<file path="src/rtl/fir_mac_driver_if.sv">
// Handshake/bus bundle for fir_mac_driver: sample source, coefficient SpSram read port and MAC.
// slave = the sequencer; master = the surrounding environment.
interface fir_mac_driver_if #(
  parameter int TAPS    = 10,
  parameter int DATA_W  = 3,
  parameter int COEFF_W = 16,
  parameter int ADDR_W  = 4
);
  logic                     iEnSample;
  logic [DATA_W-1:0]        iFirIn;
  logic                     oCs;
  logic [ADDR_W-1:0]        oAddr;
  logic [COEFF_W-1:0]       iRdData;
  logic [TAPS*DATA_W-1:0]   oDelay;
  logic [COEFF_W-1:0]       oCoeff;
  logic                     oEnMul;
  logic                     oEnAddAcc;
  logic [COEFF_W-1:0]       iMac;
  logic [COEFF_W-1:0]       oFirOut;
  logic                     oFirValid;
  logic                     oBusy;
  logic                     oDrop;

  modport slave (
    input  iEnSample, iFirIn, iRdData, iMac,
    output oCs, oAddr, oDelay, oCoeff, oEnMul, oEnAddAcc, oFirOut, oFirValid, oBusy, oDrop
  );

  modport master (
    output iEnSample, iFirIn, iRdData, iMac,
    input  oCs, oAddr, oDelay, oCoeff, oEnMul, oEnAddAcc, oFirOut, oFirValid, oBusy, oDrop
  );
endinterface

</file>
<file path="src/rtl/fir_mac_driver.sv">
// FIR MAC sequencer: delay chain, coefficient fetch, 10 aligned MAC strobes, result capture.
// Optional one-entry pending-sample buffer when FIR_SAMPLE_QUEUE_EN is defined.
//
//   state   | meaning
//   IDLE    | waiting for a sample strobe
//   READ    | cycles 1-10: oCs high, addresses 0..TAPS-1
//   MAC     | cycles 11-12: last strobes drain from the read pipeline
//   CAPTURE | cycle 13: iMac sampled into oFirOut
//   OUT     | cycle 14: oFirValid pulse; a new sample may be accepted
module fir_mac_driver #(
  parameter int TAPS    = 10,
  parameter int DATA_W  = 3,
  parameter int COEFF_W = 16,
  parameter int ADDR_W  = 4
) (
  input  logic              iClk12M,
  input  logic              iRst,
  fir_mac_driver_if.slave   bus
);
  typedef enum logic [2:0] {S_IDLE, S_READ, S_MAC, S_CAPTURE, S_OUT} state_t;

  localparam int CHAIN_W = TAPS * DATA_W;

  state_t               state_q;
  logic [ADDR_W-1:0]    addr_q;
  logic                 tmr_q;
  logic                 cs_q;
  logic                 rd_vld_q;
  logic                 en_mul_q;
  logic [COEFF_W-1:0]   coeff_q;
  logic [CHAIN_W-1:0]   chain_q;
  logic [CHAIN_W-1:0]   chain_d;
  logic [COEFF_W-1:0]   fir_out_q;
  logic                 valid_q;
  logic                 busy_q;
  logic                 drop_q;
  logic                 accept;
  logic [DATA_W-1:0]    accept_smp;

`ifdef FIR_SAMPLE_QUEUE_EN
  logic                 pend_vld_q;
  logic [DATA_W-1:0]    pend_q;

  // A buffered sample takes priority over a fresh strobe arriving in OUT.
  assign accept     = (state_q == S_IDLE && bus.iEnSample) ||
                      (state_q == S_OUT && (bus.iEnSample || pend_vld_q));
  assign accept_smp = (state_q == S_OUT && pend_vld_q) ? pend_q : bus.iFirIn;
`else
  assign accept     = (state_q == S_IDLE || state_q == S_OUT) && bus.iEnSample;
  assign accept_smp = bus.iFirIn;
`endif

  assign chain_d = {chain_q[CHAIN_W-DATA_W-1:0], accept_smp};

  always_ff @(posedge iClk12M) begin
    if (iRst) begin
      state_q   <= S_IDLE;
      addr_q    <= '0;
      tmr_q     <= 1'b0;
      cs_q      <= 1'b0;
      rd_vld_q  <= 1'b0;
      en_mul_q  <= 1'b0;
      coeff_q   <= '0;
      chain_q   <= '0;
      fir_out_q <= '0;
      valid_q   <= 1'b0;
      busy_q    <= 1'b0;
      drop_q    <= 1'b0;
`ifdef FIR_SAMPLE_QUEUE_EN
      pend_vld_q <= 1'b0;
      pend_q     <= '0;
`endif
    end else begin
      valid_q  <= 1'b0;
      drop_q   <= 1'b0;
      // SpSram data lags oCs by one cycle; strobe follows the data register.
      rd_vld_q <= cs_q;
      en_mul_q <= rd_vld_q;
      if (rd_vld_q) coeff_q <= bus.iRdData;

      case (state_q)
        S_IDLE, S_OUT: begin
          if (accept) begin
            chain_q <= chain_d;
            state_q <= S_READ;
            cs_q    <= 1'b1;
            addr_q  <= '0;
            busy_q  <= 1'b1;
`ifdef FIR_SAMPLE_QUEUE_EN
            if (state_q == S_OUT && pend_vld_q) begin
              pend_vld_q <= bus.iEnSample;
              if (bus.iEnSample) pend_q <= bus.iFirIn;
            end
`endif
          end else begin
            state_q <= S_IDLE;
          end
        end
        S_READ: begin
          if (addr_q == ADDR_W'(TAPS - 1)) begin
            cs_q    <= 1'b0;
            addr_q  <= '0;
            tmr_q   <= 1'b1;
            state_q <= S_MAC;
          end else begin
            addr_q <= addr_q + 1'b1;
          end
        end
        S_MAC: begin
          if (tmr_q == 1'b0) state_q <= S_CAPTURE;
          else               tmr_q   <= tmr_q - 1'b1;
        end
        S_CAPTURE: begin
          fir_out_q <= bus.iMac;
          valid_q   <= 1'b1;
          busy_q    <= 1'b0;
          state_q   <= S_OUT;
        end
        default: state_q <= S_IDLE;
      endcase

      if (busy_q && bus.iEnSample) begin
`ifdef FIR_SAMPLE_QUEUE_EN
        if (!pend_vld_q) begin
          pend_vld_q <= 1'b1;
          pend_q     <= bus.iFirIn;
        end else begin
          drop_q <= 1'b1;
        end
`else
        drop_q <= 1'b1;
`endif
      end
    end
  end

  assign bus.oCs       = cs_q;
  assign bus.oAddr     = addr_q;
  assign bus.oDelay    = chain_q;
  assign bus.oCoeff    = coeff_q;
  assign bus.oEnMul    = en_mul_q;
  assign bus.oEnAddAcc = en_mul_q;
  assign bus.oFirOut   = fir_out_q;
  assign bus.oFirValid = valid_q;
  assign bus.oBusy     = busy_q;
  assign bus.oDrop     = drop_q;
endmodule

</file>
<file path="src/flat_wrapper.sv">
// flat-port wrapper written by rule: the top's interface ports become plain ports
module fir_mac_driver_flat 
#(
  parameter int TAPS    = 10,
  parameter int DATA_W  = 3,
  parameter int COEFF_W = 16,
  parameter int ADDR_W  = 4
)
  (iClk12M, iRst, bus_iEnSample, bus_iFirIn, bus_iRdData, bus_iMac, bus_oCs, bus_oAddr, bus_oDelay, bus_oCoeff, bus_oEnMul, bus_oEnAddAcc, bus_oFirOut, bus_oFirValid, bus_oBusy, bus_oDrop);
  fir_mac_driver_if #(.TAPS(TAPS), .DATA_W(DATA_W), .COEFF_W(COEFF_W), .ADDR_W(ADDR_W)) bus_i ();
  input  logic iClk12M;
  input  logic iRst;
  input wire logic [$bits(bus_i.iEnSample)-1:0] bus_iEnSample;
  input wire logic [$bits(bus_i.iFirIn)-1:0] bus_iFirIn;
  input wire logic [$bits(bus_i.iRdData)-1:0] bus_iRdData;
  input wire logic [$bits(bus_i.iMac)-1:0] bus_iMac;
  output wire logic [$bits(bus_i.oCs)-1:0] bus_oCs;
  output wire logic [$bits(bus_i.oAddr)-1:0] bus_oAddr;
  output wire logic [$bits(bus_i.oDelay)-1:0] bus_oDelay;
  output wire logic [$bits(bus_i.oCoeff)-1:0] bus_oCoeff;
  output wire logic [$bits(bus_i.oEnMul)-1:0] bus_oEnMul;
  output wire logic [$bits(bus_i.oEnAddAcc)-1:0] bus_oEnAddAcc;
  output wire logic [$bits(bus_i.oFirOut)-1:0] bus_oFirOut;
  output wire logic [$bits(bus_i.oFirValid)-1:0] bus_oFirValid;
  output wire logic [$bits(bus_i.oBusy)-1:0] bus_oBusy;
  output wire logic [$bits(bus_i.oDrop)-1:0] bus_oDrop;
  assign bus_i.iEnSample = bus_iEnSample;
  assign bus_i.iFirIn = bus_iFirIn;
  assign bus_i.iRdData = bus_iRdData;
  assign bus_i.iMac = bus_iMac;
  assign bus_oCs = bus_i.oCs;
  assign bus_oAddr = bus_i.oAddr;
  assign bus_oDelay = bus_i.oDelay;
  assign bus_oCoeff = bus_i.oCoeff;
  assign bus_oEnMul = bus_i.oEnMul;
  assign bus_oEnAddAcc = bus_i.oEnAddAcc;
  assign bus_oFirOut = bus_i.oFirOut;
  assign bus_oFirValid = bus_i.oFirValid;
  assign bus_oBusy = bus_i.oBusy;
  assign bus_oDrop = bus_i.oDrop;
  fir_mac_driver #(.TAPS(TAPS), .DATA_W(DATA_W), .COEFF_W(COEFF_W), .ADDR_W(ADDR_W)) u_core (.iClk12M(iClk12M), .iRst(iRst), .bus(bus_i));
endmodule
</file>
<file path="config.mk">
export PLATFORM = sky130hd
export DESIGN_NAME = fir_mac_driver_flat
export DESIGN_NICKNAME = d
export VERILOG_FILES = /design/src/rtl/fir_mac_driver_if.sv /design/src/rtl/fir_mac_driver.sv /design/src/flat_wrapper.sv
export SDC_FILE = /design/constraint.sdc
export NUM_CORES = 1
export LEC_CHECK = 0
export BUFFER_PORTS_ARGS = -buffer_cell sky130_fd_sc_hd__buf_2
export CORE_UTILIZATION = 47
export CTS_BUF_LIST = sky130_fd_sc_hd__clkbuf_16
export DETAILED_ROUTE_END_ITERATION = 7
export PLACE_DENSITY = 0.78
export RECOVER_POWER = 100
export SYNTH_ARGS = -nofsm -noshare
export SYNTH_HDL_FRONTEND = slang
export SYNTH_SLANG_ARGS = --single-unit
</file>
<file path="constraint.sdc">
create_clock -name iClk12M -period 1.5 [get_ports iClk12M]
set_input_delay 0.075 -clock iClk12M [delete_from_list [all_inputs] [get_ports iClk12M]]
set_output_delay 0.075 -clock iClk12M [all_outputs]
set_load 0.01 [all_outputs]
</file>
==> results of run 1 <==
-- final timing paths --
kind	to	slack (ps)	cells after the start
setup / recovery	u_core.bus.oAddr[1]	120	6
hold / removal	u_core.bus.oCoeff[6]	4	3
setup reg to reg	u_core.bus.oAddr[1]	120	6
hold reg to reg	u_core.bus.oDrop	460	2
-- through the flow --
step | util [%] | instances | setup TNS, ps | instance area [um^2] | total power [mW]
floorplan | - | 312 | 0 | 2720 | 2.33
global route | 69.9 | 527 | -2.52 | 3870 | 4.86
detailed placement | 60.3 | 480 | 0 | 3340 | 2.47
finish | 69.9 | 527 | 0 | 3870 | 4.69
CTS | 71.5 | 527 | 0 | 3960 | 4.73
global placement | 60.3 | 480 | 0 | 3340 | 2.46
-- area by class of cell --
| type | count | area share (%) |
|---|---|---|
| clock buffers | 9 | 5.82 |
| well taps | 72 | 2.33 |
| inverters | 2 | 0.194 |
| multi-input cells | 214 | 28.1 |
| clock inverters | 7 | 2.13 |
| repair buffers | 147 | 22.0 |
| flip-flops and latches | 76 | 39.3 |
-- power by group through the flow --
stage	Combinational [mW]	Clock [mW]	Sequential [mW]
floorplan	0.170	0	2.16
global placement	0.329	0	2.13
detailed placement	0.332	0	2.13
CTS	0.399	2.24	2.09
global route	0.425	2.34	2.10
finish	0.389	2.21	2.09
-- layout by cell type (no fill, tap or decap), types with 2 or more instances in the layout --
master,instances
nand2_1,96
dfxtp_1,75
clkbuf_1,70
a21oi_1,49
buf_2,40
dlygate4sd3_1,31
nor2_1,22
mux2i_1,17
clkbuf_16,9
inv_1,3
nand3_1,3
clkinv_2,3
buf_12,3
nand2b_1,2
nand3b_1,2
a31oi_1,2
or2_2,2
nor2b_1,2
ha_1,2
bufinv_16,2
buf_4,2
-- state kept, by name (all words and copies together) (netlist names) --
signal,cells
u_core.bus.oFirOut,16
u_core.bus.oAddr,4
u_core.bus.oDrop,1
u_core.bus.oCoeff,16
u_core.bus.oDelay,30
u_core.bus.oFirValid,1
u_core.tmr_q,1
u_core.state_q,3
u_core.bus.oBusy,1
u_core.bus.oCs,1
u_core.rd_vld_q,1
u_core.bus.oEnAddAcc,1
-- repair_timing --
action | 4_1_cts | 5_1_grt
endpoints found under the hold margin | 31 | 0
endpoints found under the setup margin | 2 | 18
resized for setup | 1 | 2
hold buffers | 31 | 0
-- critical path, cell delays in order, from the launching register on --
cell       delay (ps)
dfxtp_1           330
inv_1              50
ha_1              160
and3b_1           190
or3_1             350
a2bb2oi_1         150
nor2_1             80
-- logic make-up (layout without fill, tap and decap cells) --
group | after synthesis | count (layout) | share of synthesized area [%]
muxes | 17 | 17 | 6.25
DFF | 76 | 76 | 55.9
adders and majority gates | 2 | 2 | 0.919
and+or+nand+nor | 138 | 138 | 21.4
AOI/OAI and AO/OA | 57 | 57 | 11.1
buffers and inverters | 22 | 165 | 4.41
-- metal layers --
| layer | vias up | track usage (%) |
|---|---|---|
| li1 | 1295 | - |
| met2 | 75 | 38.7 |
| met5 | - | 0 |
| met1 | 1174 | 25.1 |
| met4 | 0 | 10.2 |
| met3 | 12 | 4.88 |
==> metrics.md, run 1 <==
| Metric | Value |
|---|---|
| Metal2 WL | 3250 um |
| Critical path capture point type | flop |
| Switching Fraction | a little over a fifth |
| TritonCTS Sinks | 76 |
| Final wirelength | about 6500 um |
| Fill cell count | between 400 and 500 |
| Tightest Pin Transition | about 550 ps |
| Met3 wire len | between 300 and 400 um |
| H-tree lvl count | 3 |
| Antenna viol nets, final | 0 |
| Slew margin rel. | between 60% and 70% |
| FP Rows | 27 |
| Worst hold margin | between 3 and 4 ps |
| Peak VDD IR | just over 0.7 mV |
| Uppermost layer routed | met4 |
| Num CTS Buffers | 9 |
| Vias | between 2000 and 3000 |
| Crit path arrival time | between 1500 and 2000 ps |
| CP Max Fanout | 3 |
| Post-synthesis cell count | about 310 |
| Total Die Area | a little over 6000 um^2 |
| HP Class | primary input to flop |
| Skew final | approximately 3.8 ps |
| Pin count of the biggest net entering global routing | 39 |
| I/O pin total | 110 |
| Post-route DRC | 0 |
| Metal-1 WL | between 2000 and 3000 um |
| Maxcap violations | 0 |
| Largest cells by area after synthesis | dfxtp_1, nand2_1, a21oi_1 |
| Hold Vio Cnt, Final | 0 |
| Ys Warns | 0 |
| Number of enable flip-flop cells after synthesis | 0 |
| Power share of the clock group | 47.1% |
| Area grow syn2layout | 42.1% |
| Post-CTS setup buffer count | 0 |
| First-pass GRT wire length | 10600 um |
| Root Driver | clkbuf_16 |
| Combinational power share | 8.3% |
| Number of distinct library cells after synthesis | 34 |
| Mapped cell area | 2720 um^2 |
| Buffers on Ports | ~110 |
| Internal Power | 3.69 mW |
| Initial antenna violation count | 0 |
| Layout cells sized above 1 | between 10 and 15% |
| Crit path from | u_core.bus.oAddr[1] |
| Vias in the first global route | roughly 2400 |
| Synthesized net count | around 350 |
| Achievable Freq | 0.727 GHz |
| Clock Path Buffers | 2 |
| Crit path kind | flop to flop |
| CP required | ~1800 ps |
| CTS tree | built |
| Status | complete, no violations |
| Fin crit period | about 1400 ps |
| P_sw | around 1.0 mW |
| Endpoints failing setup | 0 |
| Final worst setup slack | around 120 ps |
| Placement Setup Slack | between 30 and 40 ps |
| Most used DFF post-synth | dfxtp_1 |
| CORE AREA | approximately 5500 um^2 |
| Seq pwr share | between 40 and 50% |
| Multi-input gate area | ~1100 um^2 |
| RSZ-0062 raised after global routing | true |
| GP Congestion | a little over 0.8 |
| Register area share after synthesis | a little under three fifths |
| Antenna diodes | 0 |
| Grt ovf | 0 |
| Reg clk slew, reported paths | around 60 ps |
| Static Leak | approximately 1.5 nW |
| Storage cell area | 1520 um^2 |
| Cell Pwr Density | ~1200 nW/um^2 |
| Startpoint types | flop |
| DIE WIDTH | 78.1 um |
| Synthesized area per cell | around 8.7 um^2 |
| Ratio of final minimum period to clock period | between 90% and 100% |
| Vias per cell | slightly below 5 |
| Top post-synthesis cells by count | nand2_1, dfxtp_1, a21oi_1 |
| Async SR Flop Fraction | 0% |
| Flops & latches, synth | 76 |
| Starting DRT DRC Count | between 100 and 150 |
| Worst r2r src | u_core.bus.oAddr[1] |
| Slew Viols, Final | 0 |
| First drt pass iteration count | 5 |
| Die Y | approximately 80 um |
| Tot GR Track Use | 21.9% |
| DP HPWL | 3800 um |
| Cell taking the most area after synthesis | dfxtp_1 |
| Hold_sp | bus_iRdData[6] |
| Wire per inst | 12.3 um |
| Final nets | 490 |
| Yosys top cell area share | 55.9% |
| Skew-Pair Late Insertion Delay | about 320 ps |
| Most instantiated library cell after synthesis | nand2_1 |
| Initial core utilization | 49.1% |
Note: power is estimated with default switching activity, not from simulation.
==> run 2, diff against run 1 <==
--- a/config.mk
+++ b/config.mk
@@ -6,11 +6,12 @@
 export NUM_CORES = 1
 export LEC_CHECK = 0
 export BUFFER_PORTS_ARGS = -buffer_cell sky130_fd_sc_hd__buf_2
-export CORE_UTILIZATION = 47
+export CELL_PAD_IN_SITES_DETAIL_PLACEMENT = 0
+export CELL_PAD_IN_SITES_GLOBAL_PLACEMENT = 1
+export CORE_UTILIZATION = 34
 export CTS_BUF_LIST = sky130_fd_sc_hd__clkbuf_16
 export DETAILED_ROUTE_END_ITERATION = 7
-export PLACE_DENSITY = 0.78
-export RECOVER_POWER = 100
+export PLACE_DENSITY_LB_ADDON = 0.1
 export SYNTH_ARGS = -nofsm -noshare
 export SYNTH_HDL_FRONTEND = slang
 export SYNTH_SLANG_ARGS = --single-unit
==> metrics.md, run 2 (synthesized netlist as in run 1, its figures left out) <==
| Metric | Value |
|---|---|
| HP Class | primary input to flop |
| Maxcap violations | 0 |
| Skew final | 5.43 ps |
| Buffers on Ports | between 100 and 150 |
| Area grow syn2layout | 47.9% |
| Peak VDD IR | 0.652 mV |
| Vias | approximately 2500 |
| Post-route DRC | 0 |
| Vias in the first global route | about 2300 |
| DIE WIDTH | around 91 um |
| H-tree lvl count | 3 |
| Setup_tns | 0 ps |
| Final wirelength | between 6000 and 7000 um |
| Static Leak | 1.76 nW |
| Status | complete, no violations |
| Crit path kind | flop to flop |
| GR Layer Usage met3 | 3.52% |
| Num CTS Buffers | 9 |
| Starting DRT DRC Count | between 60 and 70 |
| Fin area | around 4000 um^2 |
| R2r setup slk | 150 ps |
| Hold Vio Cnt, Final | 0 |
| Commonest cells after routing, fill and taps aside | buf_2, nand2_1, dfxtp_1 |
| Worst r2r src | u_core.bus.oAddr[1] |
| Post-CTS setup buffer count | 0 |
| Crit path arrival time | 1610 ps |
| Ratio of final minimum period to clock period | 90.3% |
| Placement Cell Area | about 3400 um^2 |
| DP HPWL | between 4000 and 5000 um |
| Reg2reg path depth | 6 |
| Hold_sp | bus_iMac[5] |
| Storage cell area | 1520 um^2 |
| FP Rows | 32 |
| First-pass GRT wire length | approximately 11000 um |
| Antenna diodes | 0 |
| Endpoints failing setup | 0 |
| Crit-path cells | inv_1 > ha_1 > and3b_1 > or3_1 > a2bb2oi_1 > nor2_1 |
| Vias per cell | approximately 4.5 |
| Worst r2r dst | u_core.bus.oAddr[1] |
| Slew margin rel. | approximately 71% |
| Die Y | ~91 um |
| CP required | 1760 ps |
| Critical path's slowest cell | or3_1 |
| Fin crit period | 1350 ps |
| Initial core utilization | 35.2% |
| Antenna viol nets, final | 0 |
| Multi-input gate area | approximately 1100 um^2 |
| Slew Viols, Final | 0 |
| TritonCTS Sinks | 76 |
| Largest register FFs | 30 |
| GRT Max-Usage Layer | met2 |
| CP endpoint | u_core.bus.oAddr[1] |
| Tightest Pin Transition | 436 ps |
| CTS tree | built |
| Tot GR Track Use | 15.9% |
| Grt ovf | 0 |
| Reg clk slew, reported paths | 50 ps |
| RSZ-0062 raised after global routing | false |
| Wire per inst | 11.5 um |
| Startpoint types | flop |
| Final Power | around 4.4 mW |
| Clock Path Buffers | 2 |
| Most common cell after layout, fill and taps aside | buf_2 |
| Achievable Freq | 0.738 GHz |
| Cell Pwr Density | ~1100 nW/um^2 |
| CORE AREA | 7730 um^2 |
| Skew-Pair Late Insertion Delay | 320 ps |
| Layout cells sized above 1 | between 30% and 40% |
| Final nets | slightly below 500 |
| Initial antenna violation count | 0 |
| Critical path capture point type | flop |
| Crit path largest cell delay | 360 ps |
| First drt pass iteration count | 4 |
| GR met1 Demand/Resource | slightly below 20% |
| M2 GR Usage | 26.6% |
| Fill cell count | roughly 760 |
| GP Congestion | 0.722 |
| Root Driver | clkbuf_16 |
| CP Max Fanout | 3 |
| Pin count of the biggest net entering global routing | 35 |
| I/O pin total | 110 |
| Total Die Area | between 8000 and 9000 um^2 |
| Crit path from | u_core.bus.oAddr[1] |
run 2: worst min path at each step:
stage	end	slack, ps	cells past startpoint
finish	u_core.bus.oFirOut[5]	20	3
global route	u_core.bus.oFirOut[5]	10	3
CTS	u_core.bus.oFirOut[5]	2	3
detailed placement	u_core.bus.oCoeff[15]	320	3
global placement	u_core.bus.oCoeff[6]	310	3
floorplan	u_core.rd_vld_q	160	1
run 2: timing repair:
action                     in CTS  in global routing
gates resized for setup         0                  2
hold buffers                   35                  0
setup endpoints to repair       0                 20
hold endpoints to repair       35                  0
run 2: critical path, delay by kind of cell (launching register included):
family | cells | cell delay (ps)
simple gates | 3 | 620
flops | 1 | 320
fa+ha+maj | 1 | 160
compound gates | 1 | 150
buf+inv | 1 | 40
run 2: routing by layer:
layer	part of all wire [%]	vias to the layer above
li1	-	1310
met1	47	1168
met2	47	54
met3	4.1	6
met4	1.3	0
met5	0	-
run 2: final cells by class:
| class | instances | area share, % |
|---|---|---|
| tap | 102 | 3.17 |
| clock buffer | 9 | 5.59 |
| clock inverter | 7 | 1.09 |
| inverter | 2 | 0.186 |
| sequential | 76 | 37.8 |
| multi-input combinational | 214 | 27.0 |
| timing repair buffer | 153 | 25.2 |
run 2: through the flow:
stage | std cells | hold slack (ps) | setup WS (ps) | util [%]
after CTS | 563 | 2.18 | 0.693 | 52.1
after global routing | 563 | 14.3 | 55.0 | 52.1
final | 563 | 20.1 | 146 | 52.1
after detailed placement | 512 | 318 | 16.8 | 44.0
after global placement | 512 | 308 | 73.3 | 44.0
after floorplan | 312 | 158 | 108 | -
run 2: power breakdown:
group	leakage [nW]	total (mW)	switching [mW]	internal [mW]
Clock	0.131	1.91	0.804	1.11
Sequential	0.615	2.09	0.0251	2.06
Combinational	1.01	0.417	0.203	0.215
